===== config.mk =====
export PLATFORM = sky130hd
export DESIGN_NAME = vertex_project
export DESIGN_NICKNAME = d
export VERILOG_FILES = /design/src/rtl/vertex_project.sv
export SDC_FILE = /design/constraint.sdc
export NUM_CORES = 1
export LEC_CHECK = 0
export ABC_AREA = 1
export CAP_MARGIN = 30
export CORE_MARGIN = 5
export CORE_UTILIZATION = 45
export CTS_CLUSTER_DIAMETER = 150
export DETAILED_ROUTE_END_ITERATION = 12
export HOLD_SLACK_MARGIN = 0.03
export PLACE_DENSITY_LB_ADDON = 0.2
export SLEW_MARGIN = 20
export SYNTH_ARGS = -nofsm -noshare
export SYNTH_HDL_FRONTEND = slang
export SYNTH_SLANG_ARGS = --single-unit

===== constraint.sdc =====
create_clock -name clk -period 7.31 [get_ports clk]
set_input_delay 1.462 -clock clk [delete_from_list [all_inputs] [get_ports clk]]
set_output_delay 1.462 -clock clk [all_outputs]
set_load 0.1 [all_outputs]

===== src/rtl/vertex_project.sv =====
// Perspective divide of a Q8.8 vertex: x' = x/z and y' = y/z, with z passed through.
// A single restoring divider yields one quotient bit per cycle and is shared between x and y.
module vertex_project (
  input  logic        clk,
  input  logic        rst,
  input  logic        in_valid,
  output logic        in_ready,
  input  logic [47:0] in_vertex,
  output logic        out_valid,
  input  logic        out_ready,
  output logic [47:0] out_vertex,
  output logic        out_div_zero
);

  typedef enum logic [1:0] {IDLE, DIV_X, DIV_Y, DONE} state_t;

  state_t      state_q, state_d;
  logic [47:0] vtx_q, vtx_d;
  logic [4:0]  cnt_q, cnt_d;
  logic [15:0] rem_q, rem_d;
  logic [23:0] dvd_q, dvd_d;
  logic [15:0] xres_q, xres_d;
  logic [47:0] out_vertex_q, out_vertex_d;
  logic        dz_q, dz_d;

  logic [15:0] div_mag;
  logic [16:0] r_sh;
  logic [17:0] diff;
  logic        q_bit;
  logic [15:0] rem_nxt;
  logic [23:0] dvd_nxt;
  logic        last;

  // Magnitude of a signed Q8.8 value; |-128.0| = 0x8000 still fits in 16 unsigned bits.
  function automatic logic [15:0] mag(input logic [15:0] v);
    mag = v[15] ? (16'h0000 - v) : v;
  endfunction

  function automatic logic [15:0] sat_q(input logic [23:0] q, input logic neg);
    if (neg) sat_q = (q >= 24'h008000) ? 16'h8000 : (16'h0000 - q[15:0]);
    else     sat_q = (q >  24'h007FFF) ? 16'h7FFF : q[15:0];
  endfunction

  function automatic logic [15:0] sat_zero(input logic [15:0] n);
    sat_zero = n[15] ? 16'h8000 : 16'h7FFF;
  endfunction

  // One restoring-division step: the dividend shifts out MSB first and quotient bits shift in.
  always_comb begin
    div_mag = mag(vtx_q[15:0]);
    r_sh    = {rem_q, dvd_q[23]};
    diff    = {1'b0, r_sh} - {2'b00, div_mag};
    q_bit   = ~diff[17];
    rem_nxt = q_bit ? diff[15:0] : r_sh[15:0];
    dvd_nxt = {dvd_q[22:0], q_bit};
    last    = (cnt_q == 5'd23);
  end

  always_comb begin
    state_d      = state_q;
    vtx_d        = vtx_q;
    cnt_d        = cnt_q;
    rem_d        = rem_q;
    dvd_d        = dvd_q;
    xres_d       = xres_q;
    out_vertex_d = out_vertex_q;
    dz_d         = dz_q;
    case (state_q)
      IDLE: begin
        if (in_valid) begin
          vtx_d = in_vertex;
          cnt_d = 5'd0;
          rem_d = 16'h0000;
          if (in_vertex[15:0] == 16'h0000) begin
            out_vertex_d = {sat_zero(in_vertex[47:32]), sat_zero(in_vertex[31:16]), 16'h0000};
            dz_d         = 1'b1;
            state_d      = DONE;
          end else begin
            dvd_d   = {mag(in_vertex[47:32]), 8'h00};
            dz_d    = 1'b0;
            state_d = DIV_X;
          end
        end
      end
      DIV_X: begin
        rem_d = rem_nxt;
        dvd_d = dvd_nxt;
        cnt_d = cnt_q + 5'd1;
        if (last) begin
          xres_d  = sat_q(dvd_nxt, vtx_q[47] ^ vtx_q[15]);
          rem_d   = 16'h0000;
          cnt_d   = 5'd0;
          dvd_d   = {mag(vtx_q[31:16]), 8'h00};
          state_d = DIV_Y;
        end
      end
      DIV_Y: begin
        rem_d = rem_nxt;
        dvd_d = dvd_nxt;
        cnt_d = cnt_q + 5'd1;
        if (last) begin
          out_vertex_d = {xres_q, sat_q(dvd_nxt, vtx_q[31] ^ vtx_q[15]), vtx_q[15:0]};
          cnt_d        = 5'd0;
          state_d      = DONE;
        end
      end
      DONE: begin
        if (out_ready) state_d = IDLE;
      end
      default: state_d = IDLE;
    endcase
  end

  always_ff @(posedge clk) begin
    vtx_q  <= vtx_d;
    rem_q  <= rem_d;
    dvd_q  <= dvd_d;
    xres_q <= xres_d;
    if (rst) begin
      state_q      <= IDLE;
      cnt_q        <= 5'd0;
      out_vertex_q <= 48'h0;
      dz_q         <= 1'b0;
    end else begin
      state_q      <= state_d;
      cnt_q        <= cnt_d;
      out_vertex_q <= out_vertex_d;
      dz_q         <= dz_d;
    end
  end

  assign in_ready     = (state_q == IDLE);
  assign out_valid    = (state_q == DONE);
  assign out_vertex   = out_vertex_q;
  assign out_div_zero = dz_q;

endmodule

* After elaboration in Yosys (flattened, before gate mapping)
Cells that the tools add are included.
Storage, ports and cells: bits in registers 160, latch bits 0, bits in writable memories 0, bits in read-only memories 0, input bits 52, logic and storage cells 73, memories 0
Cells by class: add/subtract/negate cells 6, multipliers 0, div/mod/pow operators 0, $lt $le $gt $ge 2, equality and inequality tests 10, shifts and indexed selects 0, multiplexer cells 31, bitwise gates (word level) 3, reduce and logical (&&, ||, !) cells 13
Operators by type and width (count):
- $mux 16 | 12
- $mux 48 | 3
- $pmux 48 s2 | 1
- $mux 24 | 3
- $pmux 24 s3 | 1
- $sub 1x16->16 const A | 4
- $pmux 16 s3 | 1
- $ge 24x16->1 const B | 1
- $gt 24x15->1 const B | 1
- $sub 17x16->18 | 1
- $logic_not 16->1 | 1
- $mux 2 | 5
- $mux 5 | 2
- $pmux 5 s2 | 1
- $ne 2x2->1 const B | 4
- $pmux 2 s4 | 1
- $reduce_and 2->1 | 4
- $reduce_and 4->1 | 2
- $add 5x1->5 const B | 1
- $eq 5x5->1 const B | 1
- $eq 2x2->1 const B | 2
- $ne 2x1->1 const B | 2
- $reduce_bool 2->1 | 2
- $reduce_and 3->1 | 1
- 7 further kinds | 8

* Depth between registers and ports, before layout
Gate-level depths: netlist (run 1).
word-level depth 9, mapped depth 29, depth with buffers taken out 28

* Worst setup path after synthesis (run 1)
OpenSTA, ideal clock, no wires.
path type register -> register, start reg vtx_q[0], end reg out_vertex_q[26], in the netlist out_vertex[26], data arrival time 3639 ps, required time 7239 ps, slack 3600 ps, stages on the path, launching flop included 30, cell sequence edfxtp_1 inv_1 ha_1 inv_1 nor3_1 nand2_1 nor3_1 nand2_1 o21ai_0 xor2_1 ha_1 nand2_1 nand2_1 nand2_1 nand2_1 nand2_1 nand3_1 a21oi_2 buf_6 ha_1 nand2_1 nor2_2 nand3_1 nor2_1 nand2_1 o21ai_0 o211ai_1 nand2_1 nand3_1 a21oi_1
Between the ends: longest elaborated chain between the ends 9, elaborated cells on any way between the ends 12, classes of those cells add/sub: 3; order compare: 2; mux: 6; bitwise: 1
RTL lines:
- from (decl) | line 18 | logic [47:0] vtx_q, vtx_d;
- from (signal assigned) | line 115 | vtx_q <= vtx_d;
- $sub 1x16->16 | line 36 | mag = v[15] ? (16'h0000 - v) : v;
- $mux 16 * | line 36
- $sub 17x16->18 * | line 52 | diff = {1'b0, r_sh} - {2'b00, div_mag};
- $not 1->1 * | line 53 | q_bit = ~diff[17];
- $gt 24x15->1 (tied with other cells) | line 41 | else sat_q = (q > 24'h007FFF) ? 16'h7FFF : q[15:0];
- $mux 16 (on tied branches) | line 41, 40
- $mux 16 * | line 40 | if (neg) sat_q = (q >= 24'h008000) ? 16'h8000 : (16'h0000 - q[15:0]);
- $mux 48 * | line 101 | if (last) begin
- $pmux 48 s2 * | line 68 | case (state_q)
- to (signal assigned) | line 127 | out_vertex_q <= out_vertex_d;
- to (decl) | line 23 | logic [47:0] out_vertex_q, out_vertex_d;
Every way passes the cells marked *; elsewhere a longest branch is shown, timed or not. The select of a mux whose other input is x is not followed. A chain may end at the register's enable or synchronous reset.

* Worst setup path after layout (run 1)
start reg vtx_q[1], end reg out_vertex_q[26], in the netlist out_vertex[26]
Same word-level chain as after synthesis.

==> impl_metrics.toml, run 1 <==
[route]
vias_per_cell = 5.36
first_pass_iters = 5
wl_per_cell_um = 16.0
wl_mm = 20.9
drtAntennaViolNets = 0
vias = 7010
drc_errors = 0
drtIter0Drc = 490

[setup_path]
crit_required_ns = 7.66
criticalPathCategory = "reg2reg"
startpoint_type = "flip-flop"
cpPeakStageDelay_ns = 0.48
arrival_ns = 5.06
cpMostUsedCell = "nand2_1"
reg2reg_slack_ns = 2.60
cp_num_buf_inv = 2
cp-end-kind = "flip-flop"
worstPathMaxFanout = 13
crit_family = "simple AND/OR/NAND/NOR gates"
crit_slowest_cell = "a21oi_2"

[outcome]
status = "completed"

[cells_and_area]
multiInputGateArea_mm2 = 0.00367
mostFrequentLayoutCell = "nand2_1"
regArea_mm2 = 0.00379
layout.nets = 1144
fill_cells = 1604
final_cell_mix = "161 x nand2_1, 114 x a21oi_1, 113 x inv_1, 105 x o21ai_0, 102 x clkdlybuf4s50_1"
diodes = 0
syn2layout_area_growth_pct = 22.2
final_layout_size_suffix_gt1_frac = 0.0612

[cts]
insertion_delay_ns = 0.42
clkTransAtPathRegs_ns = 0.06
cts_hold_buf = 0
tritoncts = "built"
post_cts_resized = 0
cts_made_buffers = 17
postCtsSetupRepairBufs = 0
cts.sinks = 145
root_buffer = "clkbuf_16"
clk_path_buf_depth = 2
h-tree-depth = 4

[power]
peakVddDrop_v = 0.000347
report.power.total_mw = 4.66
p_per_area_mw_per_mm2 = 470
leakage_nw = 3.93

[die]
dieArea_mm2 = 0.0208
core_mm2 = 0.0178
initial_core_util = 0.455
dieWidth_um = 144
num_rows = 49
die_y_um = 144
ioPinCount = 103

[placed_design]
port_buffers = 102
dp_slack_ns = 2.64
dp_hpwl_mm = 15.3
gp_congestion = 0.900

[yosys]
syn-instance-count = 980
yosys_warnings = 0
synth-main-ff-cell = "edfxtp_1"
synth_area_mm2 = 0.00812
ys_seq_area_frac = 0.467
avgSynthCellArea_um2 = 8.28
synth_nets = 1058
synth-edff-count = 89
ys_ff_latch = 145
muxShareOfSynthArea = 0
synth_compound_area_frac = 0.180
synth_top_family_by_area = "simple AND/OR/NAND/NOR gates"
synthAdderAreaFrac = 0.0410
synth_cell_types = 50
async_flop_share = 0
synthSimpleGateAreaFrac = 0.196
synthXorXnorAreaFrac = 0.0344

[sta]
rsz0062_at_grt = "no"
whs_ns = 0.462
drv_slew = 0
finalHoldViolations = 0
period_needed_ns = 4.71
fin_crit_sh = 0.644
setup_ws_ns = 2.60
setup_viol = 0
worstMarginPinSlew_ns = 0.996
relSlewSlack = 0.334
finClkSkew_ns = 0.0108
max_clock_freq_ghz = 0.212
tns_ns = 0

[global_route]
grt_first_pass_wirelength_mm = 33.0
grt_overflow = 0
antenna_found_initial = 0
grt_max_degree = 64
grt_pass1_vias = 6595
track_usage = 0.200

[run]
cap_violations = 0

[min_path]
hold_class = "reg2reg"
tightest hold or removal path, delay by kind of cell (launching register included):
kind,cells,cell delay (ns)
flops,1,0.31
simple gates,1,0.06
compound gates,1,0.05
layout make-up:
type                       count  area share
multi-input combinational    677       0.370
tap                          229      0.0289
clock buffer                  27      0.0604
sequential                   145       0.382
inverter                     115      0.0438
timing repair buffer         110       0.112
clock inverter                 5     0.00303
path summary, 6_finish.rpt:
path            startpoint        endpoint  cells after the start
max               vtx_q[1]  out_vertex[26]                     28
min          out_vertex[5]   out_vertex[5]                      2
max reg2reg       vtx_q[1]  out_vertex[26]                     28
min reg2reg  out_vertex[5]   out_vertex[5]                      2
registers in the layout, indices dropped and copies added (netlist names):
register      flops
dvd_q            24
out_vertex       48
state_q           2
xres_q           16
out_div_zero      1
rem_q            16
cnt_q             5
vtx_q            33
report_power, final:
| part | total, mW | switching, mW | internal (mW) |
|---|---|---|---|
| registers | 1.37 | 0.181 | 1.19 |
| clock network | 0.898 | 0.335 | 0.563 |
| logic | 2.39 | 1.74 | 0.657 |
routing by layer:
layer	GRT usage	vias to the layer above	part of all wire
met4	0.0628	0	0.014
met1	0.273	3213	0.46
li1	-	3550	-
met3	0.0367	26	0.059
met5	0	-	0
met2	0.325	221	0.46
logic make-up after synthesis:
logic type | count (synthesis)
xor gates and xnor gates | 31
DFF | 145
buffers and inverters | 158
and+or+nand+nor | 354
adders and majority gates | 26
AOI/OAI and AO/OA | 266
synth_stat cells, types with 2 or more instances:
cell	number	area, um2
o21ai_1	2	10.0
nor2_1	64	240
and2_1	2	12.5
nand2_1	161	604
nand3b_1	4	30.0
buf_6	6	67.6
ha_1	25	313
nand3_2	2	20.0
nor3_2	2	20.0
a211oi_1	3	22.5
nand3_1	62	310
nand2_2	3	18.8
xor2_1	21	184
buf_1	2	7.51
buf_2	13	65.1
inv_1	113	424
clkbuf_1	22	82.6
o21ai_0	105	526
a21oi_1	114	571
nor4_1	5	31.3
or2_2	6	37.5
o221ai_1	4	35.0
dfxtp_1	56	1120
o311ai_0	3	26.3
nand4_1	15	93.8
xnor2_1	9	78.8
o31ai_1	2	15.0
edfxtp_1	89	2670
a21oi_2	4	35.0
o21a_1	3	22.5
or2_0	2	12.5
o21bai_1	4	30.0
o211ai_1	11	82.6
nor3_1	21	105
a31oi_1	5	31.3
per-stage QoR:
stage                     cell area [um2]  instances   util
final                                9920       1308  0.556
after global routing                 9920       1308  0.556
after CTS                            9890       1307  0.554
after detailed placement             9260       1275  0.519
after global placement               9240       1273  0.518
after floorplan                      8120        980      -
Power figures use the tool's default switching activity.
==> run 2: changes to the inputs <==
clock period = 3.9 ns   (was 7.31 ns; I/O delays follow)
==> run 2 against run 1 <==
Effect of this change:
- the run now ends with setup timing left
- power rose by 94%
- setup slack got worse by 2.6 ns
- combinational power rose by 110%
- critical path type unchanged
- final cell count grew 3.1%
- worst hold slack worse by 0.0013 ns
- sequential power up 87%
- via count rose by 4.0%
- clock skew is 0.00070 ns higher
- critical path depth is 1 higher
- non-clock buffer count increased by 41
- fmax grew 20%
- first-iteration DRC count increased by 16%
==> impl_metrics.toml, run 2 (synthesis results as in run 1) <==
[power]
report.power.total_mw = 9.04
peakVddDrop_v = 0.000576
pwr-share-comb = 0.544
pwr-share-seq = 0.283
p_sw_mw = 4.41
leakage_nw = 4.14
intPower_mw = 4.63
p_per_area_mw_per_mm2 = 876
swShare = 0.488
p_clk_frac = 0.173

[route]
vias = 7289
first_pass_iters = 5
wl_mm = 21.3
drc_errors = 0
drtIter0Drc = 568
vias_per_cell = 5.40
drtAntennaViolNets = 0
wl_per_cell_um = 15.8

[setup_path]
cpPeakStageDelay_ns = 0.40
startpoint_type = "flip-flop"
crit_required_ns = 4.26
reg2regPathDepth = 29
crit_slowest_cell = "edfxtp_1"
timing.rr.end = "out_vertex[26]"
crit_end = "out_vertex[26]"
arrival_ns = 4.26
cp-end-kind = "flip-flop"
worstPathMaxFanout = 3
criticalPathCategory = "reg2reg"
r2r-start = "vtx_q[1]"
reg2reg_slack_ns = -0.006
critPathLaunch = "vtx_q[1]"

[outcome]
violations = "setup timing"
status = "finished with violations"

[sta]
finalHoldViolations = 0
setup_ws_ns = -0.00649
rsz0062_at_grt = "yes"
worstMarginPinSlew_ns = 0.988
setup_viol = 1
finClkSkew_ns = 0.0115
drv_slew = 0
relSlewSlack = 0.339
period_needed_ns = 3.91
max_clock_freq_ghz = 0.256
fin_crit_sh = 1.00

[die]
initial_core_util = 0.455
num_rows = 49
die_y_um = 144
core_mm2 = 0.0178
dieArea_mm2 = 0.0208
dieWidth_um = 144
ioPinCount = 103

[global_route]
grt_max_degree = 64
grt_pass1_vias = 6716
track_usage = 0.205
antenna_found_initial = 0
grt_overflow = 0
grt_first_pass_wirelength_mm = 33.8

[cts]
h-tree-depth = 4
clk_path_buf_depth = 2
cts_made_buffers = 17
cts.sinks = 145
clkTransAtPathRegs_ns = 0.06
root_buffer = "clkbuf_16"
cts_hold_buf = 0
tritoncts = "built"
insertion_delay_ns = 0.43

[cells_and_area]
final_cell_mix = "155 x nand2_1, 112 x a21oi_1, 110 x inv_1, 101 x clkdlybuf4s50_1, 95 x o21ai_0"
syn2layout_area_growth_pct = 27.2
final_core_util = 0.578
layout.nets = 1185
largest_reg_flops = 48
mostFrequentLayoutCell = "nand2_1"
final_layout_size_suffix_gt1_frac = 0.121
diodes = 0

[placed_design]
port_buffers = 102
dp_hpwl_mm = 15.4
gp_congestion = 0.925

[min_path]
hold_class = "reg2reg"

[run]
cap_violations = 0
## run 2: changes by cell type in the layout (fill, tap and decap cells not counted), moves of 4 or more
| cell | previous run | this run |
|---|---|---|
| buf_4 | 6 | 49 |
| inv_6 | 0 | 4 |
| nand2_1 | 161 | 155 |
| nand2_2 | 3 | 7 |
| nor3_1 | 21 | 16 |
| o21ai_0 | 105 | 95 |
| o21ai_1 | 2 | 9 |
## run 2: repair_timing
item	4_1_cts	5_1_grt
setup endpoints to repair	9	13
setup buffers	2	8
resized for setup	14	36
pin swaps	4	18
## run 2: power groups by stage
stage	combinational [mW]	clock, mW	sequential, mW
global placement	4.67	0	2.57
detailed placement	4.70	0	2.56
floorplan	2.30	0	3.71
global route	5.35	1.66	2.61
finish	4.92	1.56	2.56
CTS	4.76	1.60	2.55
## run 2: per-stage QoR
stage / hold slack [ns] / cell area (um2) / setup TNS, ns / setup slack [ns] / cells
5_1_grt: 0.488 / 10300 / -3.02 / -0.402 / 1349
3_3_place_gp: 0.452 / 9500 / 0 / 0.0222 / 1307
2_1_floorplan: 0.462 / 8120 / 0 / 0.190 / 980
4_1_cts: 0.464 / 10100 / 0 / 0.00917 / 1342
6_report: 0.461 / 10300 / -0.00649 / -0.00649 / 1349
3_5_place_dp: 0.454 / 9510 / -0.298 / -0.140 / 1308
## run 2: critical path, delay by kind of cell, from the launching register on
kind            cells  cell delay (ns)
simple gates       17             1.66
compound gates      5             0.73
fa+ha+maj           3             0.58
flops               1             0.40
buf+inv             3             0.29
xor+xnor            1             0.18
## run 2: layer usage
| metal | up-vias | part of all wire | wire length [um] | track usage |
|---|---|---|---|---|
| li1 | 3631 | - | - | - |
| met4 | 0 | 0.018 | 375 | 0.0648 |
| met5 | - | 0 | 0 | 0 |
| met3 | 38 | 0.070 | 1490 | 0.0317 |
| met1 | 3349 | 0.46 | 9730 | 0.286 |
| met2 | 271 | 0.45 | 9670 | 0.329 |
## run 2: worst min path at each step
| stage | start | endpoint | cells past startpoint |
|---|---|---|---|
| floorplan | cnt_q[1] | cnt_q[1] | 2 |
| global placement | out_vertex[5] | out_vertex[5] | 2 |
| detailed placement | out_vertex[1] | out_vertex[1] | 2 |
| CTS | out_vertex[1] | out_vertex[1] | 2 |
| global route | out_vertex[8] | out_vertex[8] | 2 |
| finish | out_vertex[1] | out_vertex[1] | 2 |
## run 2: area by class of cell
| type | count | area, um2 |
|---|---|---|
| sequential | 145 | 3790 |
| clock inverter | 13 | 95.1 |
| multi-input combinational | 677 | 3830 |
| clock buffer | 19 | 475 |
| inverter | 115 | 437 |
| timing repair buffer | 151 | 1400 |
| fill | 1565 | 7520 |
| tap | 229 | 287 |
==> run 3: changes to the inputs <==
ABC_CLOCK_PERIOD_IN_PS = 3900   (was not set)
==> results of run 3 <==
Final layout, timing and power as in run 2 (identical DEF).
==> RTL edit: new RTL, flow settings as in run 1 <==
Encoding of `state_t`: now Gray code (2 bits for 4 states).
--- a/src/rtl/vertex_project.sv
+++ b/src/rtl/vertex_project.sv
@@ -12,7 +12,7 @@
   output logic        out_div_zero
 );
 
-  typedef enum logic [1:0] {IDLE, DIV_X, DIV_Y, DONE} state_t;
+  typedef enum logic [1:0] {IDLE = 2'b00, DIV_X = 2'b01, DIV_Y = 2'b11, DONE = 2'b10} state_t;
 
   state_t      state_q, state_d;
   logic [47:0] vtx_q, vtx_d;
Formal check against the unedited RTL: no difference found for any inputs over 4 cycles, from zero or initial values and one cycle with rst high; so few cycles prove little.
==> RTL edit against run 1 <==
- design area grew 0.19%
- area after synthesis down 0.15%
- total power down 19%
- wire length shrank 4.8%
- sequential cell count unchanged
- clock skew shrank 0.00087 ns
- worst setup slack better by 0.30 ns
- utilization is 0.11 points higher
- critical path type unchanged
- critical endpoint unchanged
- largest power group unchanged
==> RTL edit: results (changes against run 1) <==
DPL Wire Length 14.2 mm (-6.8%); Synth Area in Compound Gates 0.174 (-0.00605); fraction of area in registers 0.382 (-0.000722); Synth Warn # 0 (unchanged); Sw Ratio 0.425 (-0.0581); layout cells sized above 1 0.0731 (+0.0119); I/O Buffers 102 (unchanged); largest net degree at the start of global routing 50 (-22%); clk tree area frac 0.0582 (-0.00528); leakage power total 3.95 nW (+0.43%); Detailed Routing Iterations Pass 1 5 (unchanged); DR vias 6887 (-1.8%); Synth async-reset ratio 0 (unchanged); CTS clk-pin slew, worst paths 0.06 ns (about the same); fin nets 1156 (+1.0%); sequential fraction of the synthesis area 0.468 (+0.000722); fillers 1704 (+6.2%); status completed; Syn Nets 1063 (+0.47%); worst slew pin tran 0.985 ns (-0.0101 ns); CTS H-tree lvls 4 (unchanged); gr usage total 0.194 (-0.00620); vias in the first global route 6301 (-4.5%); VDD IR max 249 uV (-28%); Clock Skews 0.00998 ns (-0.000872 ns); max incr delay on CP 0.53 ns (+0.05 ns); top cells by area, synth edfxtp_1 33%, dfxtp_1 14%, nand2_1 9.1%; invs w/o clock 120 (+4.3%); xor and xnor area share after synthesis 0.0344 (+0.0000531); hold crit path type reg -> reg; commonest cells in the synthesized netlist 196 x nand2_1, 113 x inv_1, 101 x nor2_1; Max Buffers Root-to-Sink 2 (unchanged); Post-CTS Resized 0 (unchanged); buffering overhead 0.117 (+0.00520); Setup WS pre-CTS 2.92 ns (+0.275 ns); comb pwr 0.00163 W (-32%); nonclk buf count 112 (+1.8%); Clk. pwr 0.000863 W (-3.9%); Post-Synth Adder-Cell Area 0.0349 (-0.00611); distinct cell type count after synthesis 54 (+8.0%); Iteration-0 DRC Markers 548 (+12%); CP max FO 14 (+1); clock buf count 21 (-22%); drt total wl 19.9 mm (-4.8%); postcts setup bufs 0 (unchanged); CTS root buffer clkbuf_16; NetSw 0.00161 W (-29%); multi-input gate count 686 (+1.3%); WP data arrival 4.77 ns (-0.29 ns); CP max-delay cell a21oi_2; clk sink count 145 (unchanged); Final GP Congestion 0.928 (+3.1%); first-pass GRT wire length 32.1 mm (-2.7%)
[RTL edit: stage by stage]
step	instances	cell area (um2)
after floorplan	989	8100
after global placement	1285	9240
after detailed placement	1286	9250
after CTS	1318	9830
after global routing	1324	9940
final	1324	9940
[RTL edit: worst paths after layout]
check                      start             end  slack [ns]  depth (start not counted)
setup reg to reg        vtx_q[2]  out_vertex[26]        2.90                         24
hold / removal    out_vertex[10]  out_vertex[10]        0.46                          2
setup / recovery        vtx_q[2]  out_vertex[26]        2.90                         24
hold reg to reg   out_vertex[10]  out_vertex[10]        0.46                          2
[RTL edit: routing by layer]
metal / routed length [um] / part of all wire / GRT usage / vias to the layer above
li1: - / - / - / 3561
met1: 9870 / 0.50 / 0.286 / 3107
met2: 8630 / 0.43 / 0.294 / 201
met3: 1090 / 0.055 / 0.0314 / 18
met4: 296 / 0.015 / 0.0623 / 0
met5: 0 / 0 / 0 / -
